===== config.mk =====
export PLATFORM = sky130hd
export DESIGN_NAME = multi_queue_fifo
export DESIGN_NICKNAME = d
export VERILOG_FILES = /design/src/rtl/multi_queue_fifo.sv
export SDC_FILE = /design/constraint.sdc
export NUM_CORES = 1
export LEC_CHECK = 0
export CELL_PAD_IN_SITES_DETAIL_PLACEMENT = 1
export CELL_PAD_IN_SITES_GLOBAL_PLACEMENT = 2
export CORE_MARGIN = 2
export CORE_UTILIZATION = 42
export CTS_BUF_LIST = sky130_fd_sc_hd__clkbuf_8
export DETAILED_ROUTE_END_ITERATION = 10
export GPL_ROUTABILITY_DRIVEN = 0
export PLACE_DENSITY = 0.74
export SYNTH_ARGS = -nofsm -noshare
export SYNTH_HDL_FRONTEND = slang
export SYNTH_SLANG_ARGS = --single-unit

===== constraint.sdc =====
create_clock -name clk -period 3 [get_ports clk]
set_clock_uncertainty 0.05 [all_clocks]
set_input_delay 0.6 -clock clk [delete_from_list [all_inputs] [get_ports clk]]
set_output_delay 0.6 -clock clk [all_outputs]
set_load 0.05 [all_outputs]

===== src/rtl/multi_queue_fifo.sv =====
// Multi-channel FIFO: NUM_CH independent queues statically partitioned in one RAM,
// with per-channel status, sticky error flags and a registered read port.
module multi_queue_fifo #(
  parameter int DATA_WIDTH = 8,
  parameter int ADDR_WIDTH = 4,
  parameter int NUM_CH     = 4,
  parameter int AF_THRESH  = 12,
  localparam int CH_W      = (NUM_CH > 1) ? $clog2(NUM_CH) : 1
) (
  input  logic                           clk,
  input  logic                           reset_n,
  input  logic                           write_enable,
  input  logic [CH_W-1:0]                write_ch,
  input  logic [DATA_WIDTH-1:0]          write_data_in,
  input  logic                           read_enable,
  input  logic [CH_W-1:0]                read_ch,
  output logic [DATA_WIDTH-1:0]          read_data_out,
  output logic                           read_valid,
  output logic [NUM_CH-1:0]              full,
  output logic [NUM_CH-1:0]              empty,
  output logic [NUM_CH-1:0]              almost_full,
  output logic [NUM_CH*(ADDR_WIDTH+1)-1:0] fifo_occu,
  output logic [NUM_CH-1:0]              overflow,
  output logic [NUM_CH-1:0]              underflow,
  input  logic [NUM_CH-1:0]              flag_clear
);

  localparam int DEPTH = 1 << ADDR_WIDTH;
  localparam int PW    = ADDR_WIDTH + 1;
  localparam int RAM_W = CH_W + ADDR_WIDTH;
  localparam int RAM_N = DEPTH * NUM_CH;

  logic [PW-1:0]         r_wptr [NUM_CH];
  logic [PW-1:0]         r_rptr [NUM_CH];
  logic [DATA_WIDTH-1:0] r_mem  [RAM_N];

  logic [PW-1:0]         w_occ  [NUM_CH];
  logic [NUM_CH-1:0]     w_wr_sel;
  logic [NUM_CH-1:0]     w_rd_sel;
  logic [NUM_CH-1:0]     w_wr_acc;
  logic [NUM_CH-1:0]     w_rd_acc;
  logic [NUM_CH-1:0]     w_ovf_set;
  logic [NUM_CH-1:0]     w_udf_set;
  logic [ADDR_WIDTH-1:0] w_wofs;
  logic [ADDR_WIDTH-1:0] w_rofs;
  logic [RAM_W-1:0]      w_waddr;
  logic [RAM_W-1:0]      w_raddr;
  logic                  w_wr_any;
  logic                  w_rd_any;

  // Per-channel status and acceptance; an out-of-range channel index selects nothing.
  // A full channel still accepts a write when the same channel is popped this cycle.
  always_comb begin
    w_wofs = '0;
    w_rofs = '0;
    for (int c = 0; c < NUM_CH; c++) begin
      w_occ[c]       = r_wptr[c] - r_rptr[c];
      empty[c]       = (r_wptr[c] == r_rptr[c]);
      full[c]        = (r_wptr[c][ADDR_WIDTH] != r_rptr[c][ADDR_WIDTH]) &&
                       (r_wptr[c][ADDR_WIDTH-1:0] == r_rptr[c][ADDR_WIDTH-1:0]);
      almost_full[c] = (w_occ[c] >= PW'(AF_THRESH));
      fifo_occu[c*PW +: PW] = w_occ[c];
      w_wr_sel[c]    = write_enable && (write_ch == CH_W'(c));
      w_rd_sel[c]    = read_enable && (read_ch == CH_W'(c));
      w_rd_acc[c]    = w_rd_sel[c] && !empty[c];
      w_wr_acc[c]    = w_wr_sel[c] && (!full[c] || w_rd_acc[c]);
      w_ovf_set[c]   = w_wr_sel[c] && !w_wr_acc[c];
      w_udf_set[c]   = w_rd_sel[c] && !w_rd_acc[c];
      w_wofs = (write_ch == CH_W'(c)) ? r_wptr[c][ADDR_WIDTH-1:0] : w_wofs;
      w_rofs = (read_ch == CH_W'(c)) ? r_rptr[c][ADDR_WIDTH-1:0] : w_rofs;
    end
    w_waddr  = {write_ch, w_wofs};
    w_raddr  = {read_ch, w_rofs};
    w_wr_any = |w_wr_acc;
    w_rd_any = |w_rd_acc;
  end

  // Storage array, deliberately not reset.
  always_ff @(posedge clk) begin
    if (w_wr_any) begin
      r_mem[w_waddr] <= write_data_in;
    end
  end

  // Pointer update; wrap bit rolls over naturally at 2^(ADDR_WIDTH+1).
  always_ff @(posedge clk or negedge reset_n) begin
    if (!reset_n) begin
      for (int c = 0; c < NUM_CH; c++) begin
        r_wptr[c] <= '0;
        r_rptr[c] <= '0;
      end
    end else begin
      for (int c = 0; c < NUM_CH; c++) begin
        if (w_wr_acc[c]) begin
          r_wptr[c] <= r_wptr[c] + PW'(1);
        end
        if (w_rd_acc[c]) begin
          r_rptr[c] <= r_rptr[c] + PW'(1);
        end
      end
    end
  end

  // Registered read; the RAM read sees the pre-write contents, so a read+write
  // on a full channel returns the old head.
  always_ff @(posedge clk or negedge reset_n) begin
    if (!reset_n) begin
      read_data_out <= '0;
      read_valid    <= 1'b0;
    end else begin
      if (w_rd_any) begin
        read_data_out <= r_mem[w_raddr];
        read_valid    <= 1'b1;
      end else begin
        read_valid    <= 1'b0;
      end
    end
  end

  // Sticky error flags; a set event in the same cycle beats flag_clear.
  always_ff @(posedge clk or negedge reset_n) begin
    if (!reset_n) begin
      overflow  <= '0;
      underflow <= '0;
    end else begin
      overflow  <= (overflow & ~flag_clear) | w_ovf_set;
      underflow <= (underflow & ~flag_clear) | w_udf_set;
    end
  end

endmodule


* After elaboration in Yosys (flattened, before gate mapping)
Memory sizes are Yosys's and may differ from the RTL's. A register that Yosys moved wholly into a read port is not among the register bits.
Index checks and enable logic that the tools add are counted.
** Word-level totals
- Flip-flop bits (word level) :: 49
- Bits in writable memories :: 512
- Bits of input ports :: 20
- Memories :: 1
** Cells by class
- Add/subtract/negate cells :: 12
- Order comparisons :: 4
- Equal/unequal tests :: 18
- Muxes and demuxes :: 11
- Bitwise logic cells :: 5
- Reductions and logical operators :: 53
** Memories
- r_mem :: words 64, bits a word 8, rd ports 1, clocked after Yosys merged registers in 1, wr ports 1, line 35 : logic [DATA_WIDTH-1:0] r_mem [RAM_N];
** Operator list (number)
- 5-bit by 1-bit adder with 5-bit output, second input constant :: 8
- 4-bit 2-to-1 mux :: 8
- 1-bit logical AND :: 28
- 5-bit equality test :: 4
- 5-bit by 4-bit greater-or-equal comparator with 1-bit output, second input constant :: 4
- 5-bit subtractor :: 4
- 1-bit zero test :: 17
- 4-bit equality test :: 4
- 4-bit bitwise AND :: 2
- 2-bit equality test, second input constant :: 4
- 4-bit bitwise OR :: 2
- 4-bit OR reduction :: 2
- 2-bit by 1-bit equality test with 1-bit output, second input constant :: 2
- 2-bit zero test :: 2
- 1-bit logical OR :: 4
- 1-bit != test :: 4
- 4-bit inverter :: 1
- 1-bit 2-to-1 mux :: 3

* Depth between registers and ports, before layout
Gate-level depths: netlist of run 1.
- Depth after elaboration :: 8
- Gate-level depth with buffers :: 11
- Gate-level depth less buffers :: 9

* Worst setup path before layout of run 1
No wires, ideal clock.
- Kind :: register to register
- Start :: register r_rptr[12] (netlist name)
- End :: memory r_mem[7][0] (enable)
- Setup time :: 283 ps
- Data arrival time :: 2885 ps
- Required time :: 2667 ps
- Setup slack :: -217 ps
- Stages on the path, launching flop included :: 10
- Path buffers :: 0
- Clock period less this slack :: 3217 ps
- Cell sequence :: dfrtp_1 -> inv_1 -> ha_1 -> nand4_1 -> nor2_1 -> a21oi_1 -> nor4_1 -> nor2b_1 -> nand2_1 -> nor2_1
** Between the ends
- Cells in the longest elaborated chain, start to end :: 8
- Elaborated cells between the ends (all ways) :: 11
- Those cells by class :: 2 x eq/ne; 2 x mux; 7 x reduce/logical
** RTL lines
- from (decl) :: line 34 : logic [PW-1:0] r_rptr [NUM_CH];
- from (signal, indexed assignment) :: line 98 : r_rptr[c] <= r_rptr[c] + PW'(1);
- 4-bit equality test :: line 60 : (r_wptr[c][ADDR_WIDTH-1:0] == r_rptr[c][ADDR_WIDTH-1:0]);
- 1-bit logical AND :: line 59 : full[c] = (r_wptr[c][ADDR_WIDTH] != r_rptr[c][ADDR_WIDTH]) &&
- via full[1] :: line 19 : output logic [NUM_CH-1:0] full,
- 1-bit zero test :: line 66 : w_wr_acc[c] = w_wr_sel[c] && (!full[c] || w_rd_acc[c]);
- 1-bit logical OR :: line 66
- 1-bit logical AND :: line 66
- 4-bit OR reduction :: line 74 : w_wr_any = |w_wr_acc;
- 1-bit 2-to-1 mux :: line 80 : if (w_wr_any) begin
- 1-bit 2-to-1 mux (implied by the code) :: line 81 : r_mem[w_waddr] <= write_data_in;
- to (decl) :: line 35
The timed path passes the listed nets, and every way through them passes these cells.

* Worst setup path in the final report of run 1
- Start :: register r_rptr[0] (netlist name)
- End :: register read_data_out[6], read port of r_mem
** Between the ends
- Cells in the longest elaborated chain, start to end :: 4
- Elaborated cells between the ends (all ways) :: 5
- Those cells by class :: 1 x eq/ne; 1 x mux; 3 x reduce/logical
** RTL lines
- 5-bit equality test :: line 58 : empty[c] = (r_wptr[c] == r_rptr[c]);
- 1-bit zero test :: line 65 : w_rd_acc[c] = w_rd_sel[c] && !empty[c];
- 1-bit logical AND :: line 65
- 4-bit OR reduction :: line 75 : w_rd_any = |w_rd_acc;
- to (decl) :: line 17 : output logic [DATA_WIDTH-1:0] read_data_out,
Parallel ways exist; a longest one is shown, timed or not.
A chain may end at the register's enable or synchronous reset.

==> results of run 1 <==
==> power breakdown <==
part | internal (mW) | switching (mW)
clock | 3.36 | 3.27
sequential | 9.13 | 0.356
combinational | 7.74 | 10.3
==> how the worst max path moves through the flow <==
stage                     slack, ns  depth (start not counted)        start               end
after floorplan               -0.08                          8  write_ch[0]      r_mem[63][0]
final                         -0.16                         11    r_rptr[0]  read_data_out[6]
after global placement        -1.00                         11   read_ch[0]      r_mem[39][5]
after CTS                     -0.28                          9    r_wptr[0]    almost_full[3]
after detailed placement      -1.09                         11   read_ch[1]  read_data_out[0]
after global routing          -0.25                          9   r_wptr[15]    almost_full[0]
==> kinds of logic after synthesis <==
family | share of synthesized area
buffers and inverters | 0.0218
DFF | 0.710
and+or+nand+nor | 0.0895
muxes | 0.0650
adders and majority gates | 0.0161
xor gates and xnor gates | 0.0178
AOI/OAI and AO/OA | 0.0801
==> synthesized netlist by cell type (11+ instances only) <==
library cell	instances	area [um^2]
a211oi_1	44	330
a21o_1	16	120
a21oi_1	54	270
a221oi_1	18	158
a311oi_1	12	105
a31oi_1	22	138
and2_1	15	93.8
and3_1	14	87.6
buf_2	29	145
clkbuf_1	35	131
dfrtp_1	57	1430
edfxtp_1	512	15400
ha_1	24	300
inv_1	30	113
mux2i_1	58	581
mux4_2	36	811
nand2_1	232	871
nand3_1	31	155
nand4_1	23	144
nor2_1	99	372
nor2b_1	37	231
o21ai_0	25	125
o21ai_1	12	60.1
o22ai_1	11	68.8
xnor2_1	32	280
xor2_1	16	140
==> per-layer routing <==
metal / share of wire / track usage / routed length, um
met3: 0.067 / 0.0441 / 5340
met1: 0.40 / 0.360 / 32000
met5: 0 / 0 / 0
met2: 0.49 / 0.462 / 39300
met4: 0.041 / 0.116 / 3260
==> placed cells by master (no fill, tap or decap), types with 34 or more instances in the layout <==
cell,Yosys,layout
mux4_2,36,34
dfrtp_1,57,52
nand2_1,232,225
mux2i_1,58,48
buf_12,0,45
inv_1,30,57
a21oi_1,54,42
buf_4,3,320
nor2_1,99,53
clkbuf_8,0,97
edfxtp_1,512,512
==> flip-flops by register name, summed over array words and instances (netlist names) <==
| register | count |
|---|---|
| r_mem | 512 |
| read_valid | 1 |
| read_data_out | 8 |
| underflow | 4 |
| r_rptr | 20 |
| overflow | 4 |
| r_wptr | 20 |
==> stage by stage <==
stage	cell area [um^2]	std cells
3_5_place_dp	27700	2671
6_report	31200	2901
4_1_cts	30500	2884
3_3_place_gp	27700	2671
2_1_floorplan	23700	1611
5_1_grt	31200	2901
==> final cells by class <==
cell class / instances / area share
clock buffer: 97 / 0.0428
clock inverter: 79 / 0.0143
inverter: 30 / 0.00361
multi-input combinational: 931 / 0.236
sequential: 569 / 0.539
tap: 756 / 0.0303
timing repair buffer: 439 / 0.134
==> critical path: stages (launching register included) <==
cell       delay [ns]
dfrtp_2          0.44
buf_6            0.13
mux4_4           0.74
buf_12           0.20
clkbuf_16        0.15
clkbuf_16        0.15
mux2_2           0.28
o21ai_2          0.15
a21oi_2          0.05
a22oi_2          0.31
a211o_1          0.26
a31oi_1          0.10
==> what timing repair did <==
action | CTS | global route
resized for setup | 152 | 126
pin swaps | 49 | 61
setup buffers | 36 | 21
endpoints found under the hold margin | 49 | 0
hold buffers | 1 | 0
gates cloned | 3 | 4
setup endpoints to repair | 469 | 386
==> flow_summary.json, run 1 <==
{
  "status": "finished, violations left",
  "violations": "negative setup slack",
  "drt_iter0_markers": 1487,
  "path_class": "reg2reg",
  "min_period_ns": 3.16,
  "fill_cells": 5431,
  "antenna_found_initial": 1,
  "grt_max_degree": 65,
  "synth-edff-count": 512,
  "fin_tns_setup_ns": -1.64,
  "required_ns": 3.53,
  "clk_latency_ns": 0.71,
  "cp_max_fo": 6,
  "htreeDepth": 3,
  "via_per_inst": 5.68,
  "finalWorstSetupSlack_ns": -0.161,
  "grt_pass1_vias": 17500,
  "fmax_mhz": 316,
  "syn-num-nets": 1659,
  "async_reset_ff_frac": 0.100,
  "pre_cts_slack_ns": -1.09,
  "slew_headroom": 0.424,
  "num_antenna_cells": 0,
  "wl_per_cell_um": 27.5,
  "yosysWarnings": 0,
  "cp-start-kind": "flip-flop",
  "io_pins": 69,
  "hold_viol": 0,
  "wl_um": 79900,
  "rsz0062_at_grt": "true",
  "grt_first_pass_wirelength_um": 116000,
  "synthCells": 1611,
  "ff2ff_path_depth": 11,
  "arrival_ns": 3.69,
  "die-area_um2": 58300,
  "die_w_um": 241,
  "drt_pass1_iterations": 5,
  "port_buffers": 68,
  "regArea_um2": 16800,
  "core_um2": 56100,
  "path_clk_slew_ns": 0.07,
  "rrSetupSlack_ns": -0.16,
  "numCtsBuffers": 95,
  "ys_ff_latch": 569,
  "cts.sinks": 569,
  "fin_nets": 2114,
  "synth_area_per_cell_um2": 14.7,
  "die_y_um": 241,
  "cap_violations": 0,
  "power_mw": 34.1,
  "via_count": 16500,
  "period_share": 1.05,
  "cts_root_buffer": "clkbuf_8",
  "drive_above_1_share": 0.356,
  "yosysSeqAreaShare": 0.710,
  "ys_types": 65,
  "grtUsageTotal": 0.277,
  "timing.rr.start": "r_rptr[0]",
  "holdWs_ns": 0.197,
  "worst_pin_slew_ns": 0.864,
  "dp.final_hpwl_um": 53600,
  "reg2reg_to": "read_data_out[6]",
  "postLayoutCoreUtil": 0.556,
  "vdd_drop_max_mv": 2.20,
  "syn-cell-area_um2": 23700,
  "p_leak_nw": 11.3,
  "overflow": 0,
  "hold_path.class": "in2async",
  "cts_tree": "done",
  "final_antenna_net_count": 0,
  "start_util": 0.422,
  "setup_viol": 14,
  "drc": 0,
  "worstSetupEndpointType": "flip-flop",
  "multi_input_area_um2": 7370,
  "cts_max_path_buffers": 3,
  "finalMaxSlewViolations": 0,
  "std_cell_rows": 87,
  "ys.flop_type": "edfxtp_1",
  "syn_to_final_growth_pct": 31.8,
  "power_density_nw_per_um2": 1090
}
Note: power is estimated with default switching activity, not from simulation.
==> run 2, diff against run 1 <==
CORE_ASPECT_RATIO = 0.6   (was default)
CORE_UTILIZATION = 41   (was 42)
CTS_BUF_LIST = sky130_fd_sc_hd__clkbuf_8 sky130_fd_sc_hd__clkbuf_16   (was sky130_fd_sc_hd__clkbuf_8)
PLACE_DENSITY = 0.73   (was 0.74)
TNS_END_PERCENT = 1   (was default)
==> flow_summary.json, run 2 (synthesized netlist as in run 1, its figures left out) <==
{
  "wl_um": 83200,
  "pre_cts_slack_ns": -1.15,
  "io_pins": 69,
  "min_from": "write_data_in[2]",
  "worst_pin_slew_ns": 0.910,
  "numCtsBuffers": 53,
  "via_per_inst": 5.71,
  "cap_violations": 0,
  "die_w_um": 314,
  "postLayoutCoreUtil": 0.536,
  "reg2reg_to": "read_data_out[3]",
  "hold_path.class": "in2reg",
  "grt_pass1_vias": 16500,
  "required_ns": 3.44,
  "drive_above_1_share": 0.315,
  "hold_viol": 0,
  "top_regs": "r_mem: 512 flops, r_rptr: 20 flops, r_wptr: 20 flops",
  "std_cell_rows": 68,
  "cts.sinks": 569,
  "largest-register": "r_mem",
  "timing.rr.start": "r_rptr[0]",
  "core_um2": 57300,
  "path_clk_slew_ns": 0.07,
  "die_y_um": 190,
  "rsz0062_at_grt": "true",
  "via_count": 16200,
  "syn_to_final_growth_pct": 29.7,
  "grt_first_pass_wirelength_um": 120000,
  "wl_per_cell_um": 29.3,
  "antenna_found_initial": 4,
  "worstSetupEndpointType": "flip-flop",
  "path_delay_family": "multiplexers",
  "path_class": "reg2reg",
  "crit_chain": "buf_6 > mux4_4 > buf_8 > buf_16 > buf_4 > mux2i_2 > a221oi_4 > nand2_1 > and4_4 > nand4_1 > o32a_1",
  "final_antenna_net_count": 0,
  "drc": 0,
  "vdd_drop_max_mv": 1.19,
  "violations": "negative setup slack",
  "clk_latency_ns": 0.61,
  "fin_nets": 2073,
  "power_density_nw_per_um2": 1120,
  "path_buf_inv": 4,
  "setup_viol": 14,
  "period_share": 1.07,
  "final_cell_mix": "edfxtp_1, buf_4, nand2_1, nor2_1, dfrtp_1",
  "largest_reg_flops": 512,
  "rrSetupSlack_ns": -0.21,
  "cts_tree": "done",
  "port_buffers": 68,
  "finalWorstSetupSlack_ns": -0.207,
  "p_leak_nw": 11.1,
  "die-area_um2": 59700,
  "max_stage_delay_ns": 0.66,
  "slew_headroom": 0.394,
  "cp-start-kind": "flip-flop",
  "drt_pass1_iterations": 5,
  "cts_root_buffer": "clkbuf_16",
  "arrival_ns": 3.65,
  "start_util": 0.413,
  "hold_path_end": "r_mem[0][2]",
  "cp_max_fo": 8,
  "holdPathStages": 1,
  "finalMaxSlewViolations": 0,
  "grtUsageTotal": 0.282,
  "overflow": 0,
  "fmax_mhz": 312,
  "htreeDepth": 2,
  "final_common_cell": "edfxtp_1",
  "min_period_ns": 3.21,
  "dp.final_hpwl_um": 57900,
  "grt_max_degree": 65,
  "drt_iter0_markers": 1904,
  "status": "finished, violations left",
  "cp_slowest_cell": "mux4_4",
  "ff2ff_path_depth": 11,
  "cts_max_path_buffers": 3
}
==> run 2: cell count changes in the layout (fill, tap and decap cells not counted), sizes merged <==
cell | before | now
clkbuf | 101 | 56
inv | 68 | 40
clkinv | 34 | 24
bufinv | 4 | 8
bufbuf | 0 | 3
clkdlybuf4s50 | 29 | 26
dlymetal6s2s | 0 | 2
buf | 403 | 404
clkinvlp | 3 | 2
diode | 0 | 1
dlygate4sd2 | 2 | 3
==> run 2: how the worst max path moves through the flow <==
stage	from	to	slack, ns	cells past startpoint
3_3_place_gp	read_ch[1]	read_data_out[3]	-1.10	9
5_1_grt	r_rptr[0]	read_data_out[7]	-0.26	12
2_1_floorplan	write_ch[0]	r_mem[63][0]	-0.08	8
4_1_cts	r_rptr[0]	read_data_out[7]	-0.23	11
6_report	r_rptr[0]	read_data_out[3]	-0.21	11
3_5_place_dp	read_ch[1]	read_data_out[3]	-1.15	9
==> run 2: metrics by stage <==
stage / std cells / area [um^2] / hold slack (ns) / power [mW] / TNS, ns
3_5_place_dp: 2724 / 28000 / 0.448 / 25.8 / -331.14
6_report: 2840 / 30700 / 0.409 / 34.4 / -1.95
4_1_cts: 2837 / 30400 / 0.399 / 33.8 / -1.70
2_1_floorplan: 1611 / 23700 / 0.254 / 17.7 / -11.15
5_1_grt: 2839 / 30700 / 0.413 / 35.6 / -4.11
3_3_place_gp: 2724 / 28000 / 0.419 / 25.5 / -287.55
==> run 2: layout make-up <==
cell class / instances / area (um^2)
fill: 5530 / 26600
sequential: 569 / 16800
multi-input combinational: 931 / 7000
timing repair buffer: 440 / 4030
clock buffer: 55 / 1380
tap: 770 / 963
clock inverter: 44 / 407
inverter: 30 / 113
antenna: 1 / 2.50
==> run 2: worst reg2reg max path: stages (launching register included) <==
cell and delay [ns]:
dfrtp_1 0.42, buf_6 0.15, mux4_4 0.66, buf_8 0.19
buf_16 0.16, buf_4 0.20, mux2i_2 0.27, a221oi_4 0.16
nand2_1 0.16, and4_4 0.28, nand4_1 0.11, o32a_1 0.30
==> run 2: repair_timing <==
item                       CTS  global route
setup buffers                9             3
resized for setup          116            65
hold buffers                 1             0
setup endpoints to repair  261           496
cloned                       4             0
pin swaps                   22            18
hold endpoints to repair    24             0
==> run 2: routing by layer <==
| metal | GRT usage | wire length (um) | vias to the layer above | share of wire |
|---|---|---|---|---|
| met4 | 0.0576 | 1430 | 4 | 0.017 |
| met1 | 0.428 | 38400 | 8427 | 0.46 |
| met3 | 0.104 | 9390 | 95 | 0.11 |
| li1 | - | - | 6982 | - |
| met2 | 0.384 | 33900 | 710 | 0.41 |
| met5 | 0 | 23 | - | 0.00028 |
==> run 2: power by group <==
part	switching (mW)	internal [mW]
Clock	3.06	4.00
Combinational	10.5	7.38
Sequential	0.349	9.12
==> run 3, diff against run 2 <==
SKIP_CTS_REPAIR_TIMING = 1   (was default)
==> flow_summary.json, run 3 (synthesized netlist as in run 1, its figures left out) <==
{
  "drt_iter0_markers": 1820,
  "crit_chain": "buf_4 > mux4_4 > buf_12 > buf_12 > buf_4 > and2_1 > a211oi_1 > o21ai_1 > a22o_1 > a2bb2oi_2 > a41oi_1",
  "cts_tree": "done",
  "path_class": "reg2reg",
  "cts.sinks": 569,
  "antenna_found_initial": 1,
  "holdWs_ns": -0.0138,
  "finalWorstSetupSlack_ns": -0.286,
  "drive_above_1_share": 0.292,
  "vdd_drop_max_mv": 1.21,
  "core_um2": 57300,
  "clk_latency_ns": 0.61,
  "cts_root_buffer": "clkbuf_16",
  "final_common_cell": "edfxtp_1",
  "cap_violations": 0,
  "io_pins": 69,
  "grt_first_pass_wirelength_um": 117000,
  "period_share": 1.10,
  "via_per_inst": 5.69,
  "syn_to_final_growth_pct": 27.8,
  "required_ns": 3.39,
  "cp_slowest_cell": "mux4_4",
  "rsz0062_at_grt": "true",
  "largest_reg_flops": 512,
  "port_buffers": 68,
  "violations": "negative hold slack, negative setup slack",
  "slew_headroom": 0.268,
  "postLayoutCoreUtil": 0.528,
  "die_y_um": 190,
  "drc": 0,
  "cts_max_path_buffers": 3,
  "cp-start-kind": "flip-flop",
  "grt_pass1_vias": 16300,
  "cp_max_fo": 32,
  "hold_viol": 23,
  "overflow": 0,
  "grt_max_degree": 65,
  "fin_area_um2": 30300,
  "htreeDepth": 2,
  "arrival_ns": 3.67,
  "top_regs": "r_mem: 512 flops, r_rptr: 20 flops, r_wptr: 20 flops",
  "rrSetupSlack_ns": -0.29,
  "largest-register": "r_mem",
  "power_density_nw_per_um2": 1110,
  "worst_pin_slew_ns": 1.09,
  "finalMaxSlewViolations": 0,
  "dp.final_hpwl_um": 57900,
  "final_antenna_net_count": 0,
  "drt_pass1_iterations": 5,
  "wl_um": 81800,
  "max_stage_delay_ns": 0.68,
  "p_leak_nw": 11.0,
  "std_cell_rows": 68,
  "fill_cells": 5561,
  "via_count": 16100,
  "detailed_place.area_um2": 28000,
  "path_clk_slew_ns": 0.07,
  "setup_viol": 16,
  "grtUsageTotal": 0.276,
  "die-area_um2": 59700,
  "wl_per_cell_um": 29.0,
  "status": "finished, violations left",
  "hold_path.class": "in2async",
  "fin_nets": 2057,
  "final_cell_mix": "edfxtp_1, buf_4, nand2_1, nor2_1, mux2i_1",
  "die_w_um": 314,
  "min_period_ns": 3.29,
  "fmax_mhz": 304,
  "worstSetupEndpointType": "flip-flop",
  "start_util": 0.413,
  "numCtsBuffers": 53
}
-- run 3: metal layers --
| layer | up-vias | share of wire | track usage |
|---|---|---|---|
| met5 | - | 0.0010 | 0 |
| met4 | 2 | 0.018 | 0.0589 |
| met3 | 91 | 0.12 | 0.108 |
| met2 | 732 | 0.40 | 0.368 |
| met1 | 8302 | 0.46 | 0.419 |
| li1 | 6954 | - | - |
-- run 3: area by class of cell --
cell class | count | area [um^2] | share of cell area
sequential | 569 | 16800 | 0.555
clock inverter | 44 | 407 | 0.0134
antenna | 1 | 2.50 | 0.0000827
multi-input combinational | 931 | 6800 | 0.225
inverter | 30 | 113 | 0.00372
clock buffer | 55 | 1380 | 0.0455
tap | 770 | 963 | 0.0318
timing repair buffer | 424 | 3790 | 0.125
-- run 3: critical path, delay by kind of cell (launching register included) --
| family | cells | cell delay [ns] |
|---|---|---|
| simple gates | 1 | 0.16 |
| flops | 1 | 0.41 |
| mux | 1 | 0.68 |
| compound gates | 5 | 0.96 |
| buf+inv | 4 | 0.79 |
-- run 3: path summary, 6_finish.rpt --
kind	endpoint	depth (start not counted)	startpoint
max	read_data_out[0]	11	r_rptr[0]
min	underflow[1]	1	reset_n
max reg2reg	read_data_out[0]	11	r_rptr[0]
min reg2reg	overflow[2]	1	overflow[2]
max in group asynchronous	read_valid	2	reset_n
min in group clk	r_mem[30][2]	1	write_data_in[2]
-- run 3: power by group --
part           switching (mW)  total, mW  internal, mW
clock                    3.05       7.05          4.00
sequential              0.340       9.46          9.12
combinational            10.1       17.0          6.88
-- run 3: metrics by stage --
stage          hold slack (ns)  setup WS (ns)  cells  TNS, ns  total power [mW]
5_1_grt                 0.0170         -0.350   2824    -4.14              34.7
3_3_place_gp             0.419          -1.10   2724  -287.55              25.5
4_1_cts                -0.0198         -0.517   2823   -67.51              32.9
3_5_place_dp             0.448          -1.15   2724  -331.14              25.8
6_report               -0.0138         -0.286   2824    -2.10              33.5
2_1_floorplan            0.254        -0.0752   1611   -11.15              17.7
